<file path="config.mk">
export PLATFORM = sky130hd
export DESIGN_NAME = vga_fb_write_arbiter_flat
export DESIGN_NICKNAME = d
export VERILOG_FILES = /design/src/rtl/vga_fb_write_arbiter_pkg.sv /design/src/rtl/vga_fb_write_arbiter_if.sv /design/src/rtl/vga_fb_write_arbiter_rr.sv /design/src/rtl/vga_fb_write_arbiter.sv /design/src/flat_wrapper.sv
export SDC_FILE = /design/constraint.sdc
export NUM_CORES = 1
export LEC_CHECK = 0
export BUFFER_PORTS_ARGS = -buffer_cell sky130_fd_sc_hd__buf_2
export CORE_UTILIZATION = 50
export DETAILED_ROUTE_END_ITERATION = 10
export PLACE_DENSITY = 0.73
export SETUP_SLACK_MARGIN = 0.4
export SYNTH_ARGS = -nofsm -noshare
export SYNTH_HDL_FRONTEND = slang
export SYNTH_SLANG_ARGS = --single-unit
</file>
<file path="constraint.sdc">
create_clock -name clk_i -period 5.2 [get_ports clk_i]
set_input_delay 1.04 -clock clk_i [delete_from_list [all_inputs] [get_ports clk_i]]
set_output_delay 1.04 -clock clk_i [all_outputs]
set_load 0.03 [all_outputs]
</file>
<file path="src/rtl/vga_fb_write_arbiter_pkg.sv">
// vga_fb_write_arbiter_pkg: screen geometry, pixel codes and fill FSM states
package vga_fb_write_arbiter_pkg;
    localparam int HD = 1280;
    localparam int VD = 1024;
    localparam int COORD_BITS = 11;
    localparam int COLOR_BITS = 2;
    typedef logic [COORD_BITS-1:0] coord_t;
    typedef enum logic [COLOR_BITS-1:0] {WHITE, BLACK, GREEN, RED} color_t;
    typedef enum logic [1:0] {IDLE, CHECK, FILL} fill_state_t;
    function automatic coord_t clamp(input coord_t v, input int lim);
        return (int'(v) > lim - 1) ? coord_t'(lim - 1) : v;
    endfunction
endpackage

</file>
<file path="src/rtl/vga_fb_write_arbiter_if.sv">
// vga_fb_write_arbiter_if: host pixel stream, fill command and frame-buffer write port
interface vga_fb_write_arbiter_if;
    import vga_fb_write_arbiter_pkg::*;
    logic px_valid_i, px_ready_o;
    coord_t px_x_i, px_y_i;
    logic [COLOR_BITS-1:0] px_color_i;
    logic fill_valid_i, fill_ready_o;
    coord_t fill_x0_i, fill_y0_i, fill_x1_i, fill_y1_i;
    logic [COLOR_BITS-1:0] fill_color_i;
    logic fill_abort_i, fill_busy_o, fill_done_o;
    logic we_o;
    coord_t addr_x_o, addr_y_o;
    logic [COLOR_BITS-1:0] color_o;
    modport master (
        output px_valid_i, px_x_i, px_y_i, px_color_i,
        output fill_valid_i, fill_x0_i, fill_y0_i, fill_x1_i, fill_y1_i, fill_color_i, fill_abort_i,
        input  px_ready_o, fill_ready_o, fill_busy_o, fill_done_o, we_o, addr_x_o, addr_y_o, color_o
    );
    modport slave (
        input  px_valid_i, px_x_i, px_y_i, px_color_i,
        input  fill_valid_i, fill_x0_i, fill_y0_i, fill_x1_i, fill_y1_i, fill_color_i, fill_abort_i,
        output px_ready_o, fill_ready_o, fill_busy_o, fill_done_o, we_o, addr_x_o, addr_y_o, color_o
    );
endinterface

</file>
<file path="src/rtl/vga_fb_write_arbiter_rr.sv">
// vga_fb_write_arbiter_rr: two-requester round-robin arbiter, one-hot grant
module vga_fb_write_arbiter_rr (
    input  logic       clk_i,
    input  logic       arst_i,
    input  logic [1:0] req_i,
    output logic [1:0] gnt_o,
    output logic       prio_o
);
    always_comb begin
        gnt_o[0] = req_i[0] && (!req_i[1] || !prio_o);
        gnt_o[1] = req_i[1] && (!req_i[0] || prio_o);
    end
    always_ff @(posedge clk_i or posedge arst_i)
        if (arst_i) prio_o <= 1'b0;
        else if (|req_i) prio_o <= gnt_o[0];
endmodule

</file>
<file path="src/rtl/vga_fb_write_arbiter.sv">
// vga_fb_write_arbiter: shares the frame-buffer write port between host pixels and a rectangle-fill engine
module vga_fb_write_arbiter
    import vga_fb_write_arbiter_pkg::*;
(
    input logic clk_i,
    input logic arst_i,
    vga_fb_write_arbiter_if.slave bus
);
    fill_state_t state, state_n;
    coord_t x0, y0, x1, y1, cx, cy, x1c, y1c;
    logic [COLOR_BITS-1:0] fcolor;
    logic fill_req, last_px, empty, px_in, prio;
    logic [1:0] gnt;

    vga_fb_write_arbiter_rr u_rr (
        .clk_i  (clk_i),
        .arst_i (arst_i),
        .req_i  ({fill_req, bus.px_valid_i}),
        .gnt_o  (gnt),
        .prio_o (prio)
    );

    always_comb begin
        fill_req = state == FILL && !bus.fill_abort_i;
        x1c = clamp(x1, HD);
        y1c = clamp(y1, VD);
        empty = x0 > x1c || y0 > y1c;
        last_px = cx == x1 && cy == y1;
        px_in = int'(bus.px_x_i) < HD && int'(bus.px_y_i) < VD;
        bus.px_ready_o = !(fill_req && prio);
        bus.fill_ready_o = state == IDLE;
        bus.fill_busy_o = state != IDLE;
        state_n = state == IDLE  ? (bus.fill_valid_i ? CHECK : IDLE) :
                  state == CHECK ? (empty ? IDLE : FILL) :
                  (bus.fill_abort_i || (gnt[1] && last_px)) ? IDLE : FILL;
    end

    always_ff @(posedge clk_i or posedge arst_i)
        if (arst_i) state <= IDLE;
        else state <= state_n;

    always_ff @(posedge clk_i or posedge arst_i) begin
        if (arst_i) begin
            {x0, y0, x1, y1, cx, cy} <= '0;
            fcolor <= '0;
            bus.we_o <= 1'b0;
            bus.fill_done_o <= 1'b0;
            bus.addr_x_o <= '0;
            bus.addr_y_o <= '0;
            bus.color_o <= '0;
        end else begin
            bus.fill_done_o <= (state == CHECK && empty) || (gnt[1] && last_px);
            bus.we_o <= gnt[1] || (gnt[0] && px_in);
            if (gnt[1]) begin
                bus.addr_x_o <= cx;
                bus.addr_y_o <= cy;
                bus.color_o <= fcolor;
                cx <= cx == x1 ? x0 : cx + 1'b1;
                cy <= cx == x1 ? cy + 1'b1 : cy;
            end else if (gnt[0]) begin
                bus.addr_x_o <= bus.px_x_i;
                bus.addr_y_o <= bus.px_y_i;
                bus.color_o <= bus.px_color_i;
            end
            if (bus.fill_valid_i && state == IDLE) begin
                x0 <= bus.fill_x0_i;
                y0 <= bus.fill_y0_i;
                x1 <= bus.fill_x1_i;
                y1 <= bus.fill_y1_i;
                fcolor <= bus.fill_color_i;
            end
            if (state == CHECK) begin
                x1 <= x1c;
                y1 <= y1c;
                cx <= x0;
                cy <= y0;
            end
        end
    end
endmodule
</file>
<file path="src/flat_wrapper.sv">
// flat-port wrapper written by rule: the top's interface ports become plain ports
module vga_fb_write_arbiter_flat import vga_fb_write_arbiter_pkg::*;
  (clk_i, arst_i, bus_px_valid_i, bus_px_x_i, bus_px_y_i, bus_px_color_i, bus_fill_valid_i, bus_fill_x0_i, bus_fill_y0_i, bus_fill_x1_i, bus_fill_y1_i, bus_fill_color_i, bus_fill_abort_i, bus_px_ready_o, bus_fill_ready_o, bus_fill_busy_o, bus_fill_done_o, bus_we_o, bus_addr_x_o, bus_addr_y_o, bus_color_o);
  vga_fb_write_arbiter_if bus_i ();
  input logic clk_i;
  input logic arst_i;
  input wire logic [$bits(bus_i.px_valid_i)-1:0] bus_px_valid_i;
  input wire logic [$bits(bus_i.px_x_i)-1:0] bus_px_x_i;
  input wire logic [$bits(bus_i.px_y_i)-1:0] bus_px_y_i;
  input wire logic [$bits(bus_i.px_color_i)-1:0] bus_px_color_i;
  input wire logic [$bits(bus_i.fill_valid_i)-1:0] bus_fill_valid_i;
  input wire logic [$bits(bus_i.fill_x0_i)-1:0] bus_fill_x0_i;
  input wire logic [$bits(bus_i.fill_y0_i)-1:0] bus_fill_y0_i;
  input wire logic [$bits(bus_i.fill_x1_i)-1:0] bus_fill_x1_i;
  input wire logic [$bits(bus_i.fill_y1_i)-1:0] bus_fill_y1_i;
  input wire logic [$bits(bus_i.fill_color_i)-1:0] bus_fill_color_i;
  input wire logic [$bits(bus_i.fill_abort_i)-1:0] bus_fill_abort_i;
  output wire logic [$bits(bus_i.px_ready_o)-1:0] bus_px_ready_o;
  output wire logic [$bits(bus_i.fill_ready_o)-1:0] bus_fill_ready_o;
  output wire logic [$bits(bus_i.fill_busy_o)-1:0] bus_fill_busy_o;
  output wire logic [$bits(bus_i.fill_done_o)-1:0] bus_fill_done_o;
  output wire logic [$bits(bus_i.we_o)-1:0] bus_we_o;
  output wire logic [$bits(bus_i.addr_x_o)-1:0] bus_addr_x_o;
  output wire logic [$bits(bus_i.addr_y_o)-1:0] bus_addr_y_o;
  output wire logic [$bits(bus_i.color_o)-1:0] bus_color_o;
  assign bus_i.px_valid_i = bus_px_valid_i;
  assign bus_i.px_x_i = bus_px_x_i;
  assign bus_i.px_y_i = bus_px_y_i;
  assign bus_i.px_color_i = bus_px_color_i;
  assign bus_i.fill_valid_i = bus_fill_valid_i;
  assign bus_i.fill_x0_i = bus_fill_x0_i;
  assign bus_i.fill_y0_i = bus_fill_y0_i;
  assign bus_i.fill_x1_i = bus_fill_x1_i;
  assign bus_i.fill_y1_i = bus_fill_y1_i;
  assign bus_i.fill_color_i = bus_fill_color_i;
  assign bus_i.fill_abort_i = bus_fill_abort_i;
  assign bus_px_ready_o = bus_i.px_ready_o;
  assign bus_fill_ready_o = bus_i.fill_ready_o;
  assign bus_fill_busy_o = bus_i.fill_busy_o;
  assign bus_fill_done_o = bus_i.fill_done_o;
  assign bus_we_o = bus_i.we_o;
  assign bus_addr_x_o = bus_i.addr_x_o;
  assign bus_addr_y_o = bus_i.addr_y_o;
  assign bus_color_o = bus_i.color_o;
  vga_fb_write_arbiter u_core (.clk_i(clk_i), .arst_i(arst_i), .bus(bus_i));
endmodule
</file>
# Yosys cells after proc, flatten, opt, wreduce, memory -nomap -nowiden
# Cells that the tools add are included.
# Widths: inputs -> output; s select.
[totals]
register_bits = 97
in_bits = 75
[op_classes]
n_addsub = 2
magnitude_cmp = 6
n_eq_ne = 4
n_mux = 23
reduce_logical = 29
[op_table]
columns = ["cell", "count"]
rows = [
  ["$mux 11", 16],
  ["$add 11x1->11 const B", 2],
  ["$eq 11x11->1", 2],
  ["$gt 11x11->1", 2],
  ["$lt 11x11->1 const B", 2],
  ["$mux 2", 6],
  ["$gt 11x10->1 const B", 1],
  ["$gt 11x11->1 const B", 1],
  ["$logic_and 1x1->1", 10],
  ["$reduce_bool 2->1", 5],
  ["$logic_or 1x1->1", 6],
  ["$logic_not 1->1", 5],
  ["$eq 2x1->1 const B", 1],
  ["$eq 2x2->1 const B", 1],
  ["$logic_not 2->1", 1],
  ["$reduce_and 2->1", 1],
  ["$reduce_or 2->1", 1],
  ["$mux 1", 1],
]

# Logic depth before layout (Yosys ltp)
[depth]
ltp_word = 8
mapped_depth = 9
depth_no_buf = 9

# Hierarchy
# From an unflattened synthesis, not the netlist that was laid out.
[unflattened]
cells_unflattened = 588
area_unflattened_um2 = 5261.3
[modules_own_cells]
columns = ["mod", "n_inst", "cells_each", "area_per_inst_um2"]
rows = [
  ["vga_fb_write_arbiter", 1, 581, 5205.0],
  ["vga_fb_write_arbiter_rr", 1, 7, 56.3],
]

# Least setup slack after synthesis
# OpenSTA, ideal clock, no wires.
[synth_timing]
path_kind = "in2out"
start = "in bus_fill_abort_i"
end = "out bus_px_ready_o"
arrival_time_ps = 1459
required_time_ps = 4160
setup_slack_ps = 2701
path_stages = 2
n_path_buf = 0
cell_sequence = "nor3b_2 -> nand2_1"
[synth_between]
elab_chain_cells = 4
[synth_rtl]
columns = ["element", "line_no", "text"]
rows = [
  ["from (decl)", "flat_wrapper.sv:17", "input wire logic [$bits(bus_i.fill_abort_i)-1:0] bus_fill_abort_i;"],
  ["$logic_not 1->1", "vga_fb_write_arbiter.sv:24", "fill_req = state == FILL && !bus.fill_abort_i;"],
  ["$logic_and 1x1->1", "vga_fb_write_arbiter.sv:24", ""],
  ["$logic_and 1x1->1", "vga_fb_write_arbiter.sv:30", "bus.px_ready_o = !(fill_req && prio);"],
  ["$logic_not 1->1", "vga_fb_write_arbiter.sv:30", ""],
  ["to (decl)", "flat_wrapper.sv:18", "output wire logic [$bits(bus_i.px_ready_o)-1:0] bus_px_ready_o;"],
]
# No other way between the ends.

# Final worst setup path
# Same ends and word-level chain as after synthesis.

==> impl_metrics.py <==
metrics = {
    "synthesis": {
        "synth_cell_types": 56,
        "netlist.area_leader.share_pct": 45.7,
        "synth_seq_cells": 97,
        "syn_inst": 608,
        "ys_async_sr_fraction_pct": 100,
        "synth_top_cell_by_area": "dfrtp_1",
        "avgSynthCellArea_um2": 8.74,
        "synthTopCellsByArea": "dfrtp_1 (46%), nand2_1 (10%), ha_1 (5.7%)",
        "syn_area_um2": 5310,
        "ys_warn_count": 0,
        "yosysSeqAreaShare_pct": 45.7,
        "synth-edff-count": 0,
        "synth_nets": 707,
        "synth_ff_type": "dfrtp_1",
    },
    "global_route": {
        "use_met1_pct": 37.3,
        "antenna_found_initial": 0,
        "overflow": 0,
        "grt_max_degree": 61,
        "grt_pass1_wl_um": 21700,
        "grtUsageMet2_pct": 37.0,
        "grt_pass1_vias": 4378,
        "grt_use_met3_pct": 3.81,
        "grt_usage_pct": 25.0,
        "top_usage_layer": "met1",
    },
    "sta": {
        "tightest_slew_ns": 1.17,
        "slew_violations": 0,
        "rsz0062_at_grt": "false",
        "period_needed_ns": 2.79,
        "tns_ns": 0,
        "finalHoldViolCount": 0,
        "fin_crit_sh_pct": 53.7,
        "slew_headroom_pct": 21.7,
        "setup_viol": 0,
        "max_freq_mhz": 358,
        "timing.final.ws_setup_ns": 2.41,
        "finClkSkew_ns": 0.00997,
    },
    "die": {
        "start_util_pct": 51.5,
        "std_cell_rows": 37,
        "fp.dieW_um": 105,
        "dieArea_um2": 11000,
        "io_pins": 104,
        "die_h_um": 105,
        "coreArea_um2": 10300,
    },
    "setup_path": {
        "crit_path_end_kind": "primary output",
        "cpMostUsedCell": "buf_2",
        "rrSetupSlack_ns": 2.42,
        "cp_max_fo": 4,
        "required_ns": 4.16,
        "worstPathCellList": "buf_2, nor3b_2, nand2_1, buf_2",
        "worst_setup_path_start_kind": "input pin",
        "worstPathArrival_ns": 1.75,
        "cp_slowest_cell": "nor3b_2",
        "critPathTopFamily": "simple AND/OR/NAND/NOR gates",
        "path_class": "in2out",
        "cpPeakStageDelay_ns": 0.28,
        "critPathBufInv": 2,
    },
    "finish": {
        "drive_gt1_share_pct": 20.1,
        "layout.nets": 795,
        "num_antenna_cells": 0,
        "area_growth_pct": 14.7,
    },
    "clock_network": {
        "clkLatencyLatePin_ns": 0.37,
        "htreeDepth": 3,
        "cts_tree": "done",
        "cts-root-buf": "clkbuf_8",
        "cts_hold_buffers": 0,
        "cts.path.max_buffers": 2,
        "cts_inserted_buffers": 9,
        "clkTransAtPathRegs_ns": 0.09,
        "cts_setup_buffers": 0,
        "numClockSinks": 97,
        "cts.repair.resized": 0,
    },
    "run": {
        "max-cap-violations": 0,
    },
    "detailed_routing": {
        "wl_per_cell_um": 15.6,
        "final_antenna_net_count": 0,
        "drt_iter0_drc": 321,
        "wirelength_um": 13100,
        "firstDrtPassIters": 7,
        "vias": 4723,
        "vias_per_cell": 5.64,
        "drc": 0,
    },
    "worst_hold_path": {
        "hold_class": "reg2reg",
    },
    "pwr": {
        "powerDensity_nw_per_um2": 587,
        "max-vdd-ir-drop_mv": 0.341,
        "power_mw": 3.58,
        "leakage_nw": 2.91,
    },
    "placement": {
        "place_congestion": 0.917,
        "preCtsSetupSlack_ns": 2.05,
        "hpwl_um": 9440,
        "io_buffers": 103,
    },
    "run_status": {
        "outcome": "finished clean",
    },
}
power by group:
part           switching (mW)  internal [mW]
Sequential              0.413           1.07
Combinational           0.950          0.659
Clock                   0.254          0.225
per-stage QoR:
stage	area (um2)	std cells	utilization (%)	hold WS (ns)
finish	6090	837	59.0	0.492
global route	6090	837	59.0	0.536
CTS	6090	837	59.0	0.495
detailed placement	5900	821	57.1	0.474
global placement	5900	821	57.1	0.459
floorplan	5310	608	-	0.446
final timing paths:
| path | startpoint | to | depth (start not counted) |
|---|---|---|---|
| max | bus_fill_abort_i | bus_px_ready_o | 4 |
| min | u_core.fcolor[0] | u_core.fcolor[0] | 2 |
| max reg2reg | u_core.x1[10] | u_core.bus.fill_done_o | 9 |
| min reg2reg | u_core.fcolor[0] | u_core.fcolor[0] | 2 |
| max in group asynchronous | arst_i | u_core.x1[0] | 3 |
| min in group asynchronous | arst_i | u_core.bus.addr_x_o[4] | 2 |
tightest hold or removal path: cells and delay by family, from the launching register on:
family / cells / cell delay [ns]
DFF: 1 / 0.35
and+or+nand+nor: 2 / 0.11
synthesized netlist by cell type, types with 2 or more instances:
cell type and count:
nand2_1 148, dfrtp_1 97, nor2_1 74, a31oi_1 32, a21oi_1 26, clkbuf_1 26, ha_1 24, xor2_1 22
nand3_1 18, inv_1 15, o21ai_0 13, nand4_1 11, o22a_1 7, o31ai_1 7, o22ai_1 6, or4_1 6
a21o_1 4, mux2_1 4, mux2i_1 4, nand3b_1 4, nor3_1 4, a221o_1 3, a22o_1 3, buf_2 3
buf_6 3, nor4_1 3, o21ai_1 3, or2_2 3, mux2_4 2, nor4_2 2, nor4bb_1 2, o21a_1 2
o21bai_1 2, o311ai_1 2, o32ai_1 2
cell type report:
class	count	area, um2
Timing Repair Buffer	111	576
Fill cell	911	4230
Multi-Input combinational cell	461	2670
Tap cell	136	170
Clock buffer	14	183
Clock inverter	2	10.0
Inverter	16	61.3
Sequential cell	97	2430
sequential cells by signal (all words and copies together) (netlist names):
name	cells
u_core.fcolor	2
u_core.x1	11
u_core.x0	11
u_core.bus.we_o	1
u_core.bus.addr_x_o	11
u_core.state	2
u_core.bus.color_o	2
u_core.bus.addr_y_o	11
u_core.u_rr.prio_o	1
u_core.cy	11
u_core.y0	11
u_core.cx	11
u_core.bus.fill_done_o	1
u_core.y1	11
cell usage in the layout, fill, tap and decap left out, types with 4 or more instances in the layout:
cell and n:
a21o_1 4, a21oi_1 26, a31oi_1 32, buf_2 103
buf_4 8, clkbuf_8 13, dfrtp_1 97, ha_1 24
inv_1 14, mux2_1 4, mux2i_1 4, nand2_1 148
nand3_1 18, nand3b_1 4, nand4_1 11, nor2_1 74
nor3_1 4, o21ai_0 13, o22a_1 7, o22ai_1 6
o31ai_1 7, or4_1 6, xor2_1 22
per-layer routing:
metal / up-vias / part of all wire, %
li1: 2299 / -
met1: 2209 / 48
met4: 0 / 1.7
met5: - / 0
met2: 196 / 43
met3: 19 / 7.1
logic make-up after synthesis:
group	share of synthesized area, %
flip-flops	45.7
multiplexers	2.17
adder cells (fa/ha/maj)	5.65
AND/OR/NAND/NOR	23.0
XOR/XNOR	3.63
AO/OA/AOI/OAI	15.5
buffers and inverters	4.29
other	0.0706
Note: power is estimated with default switching activity, not from simulation.
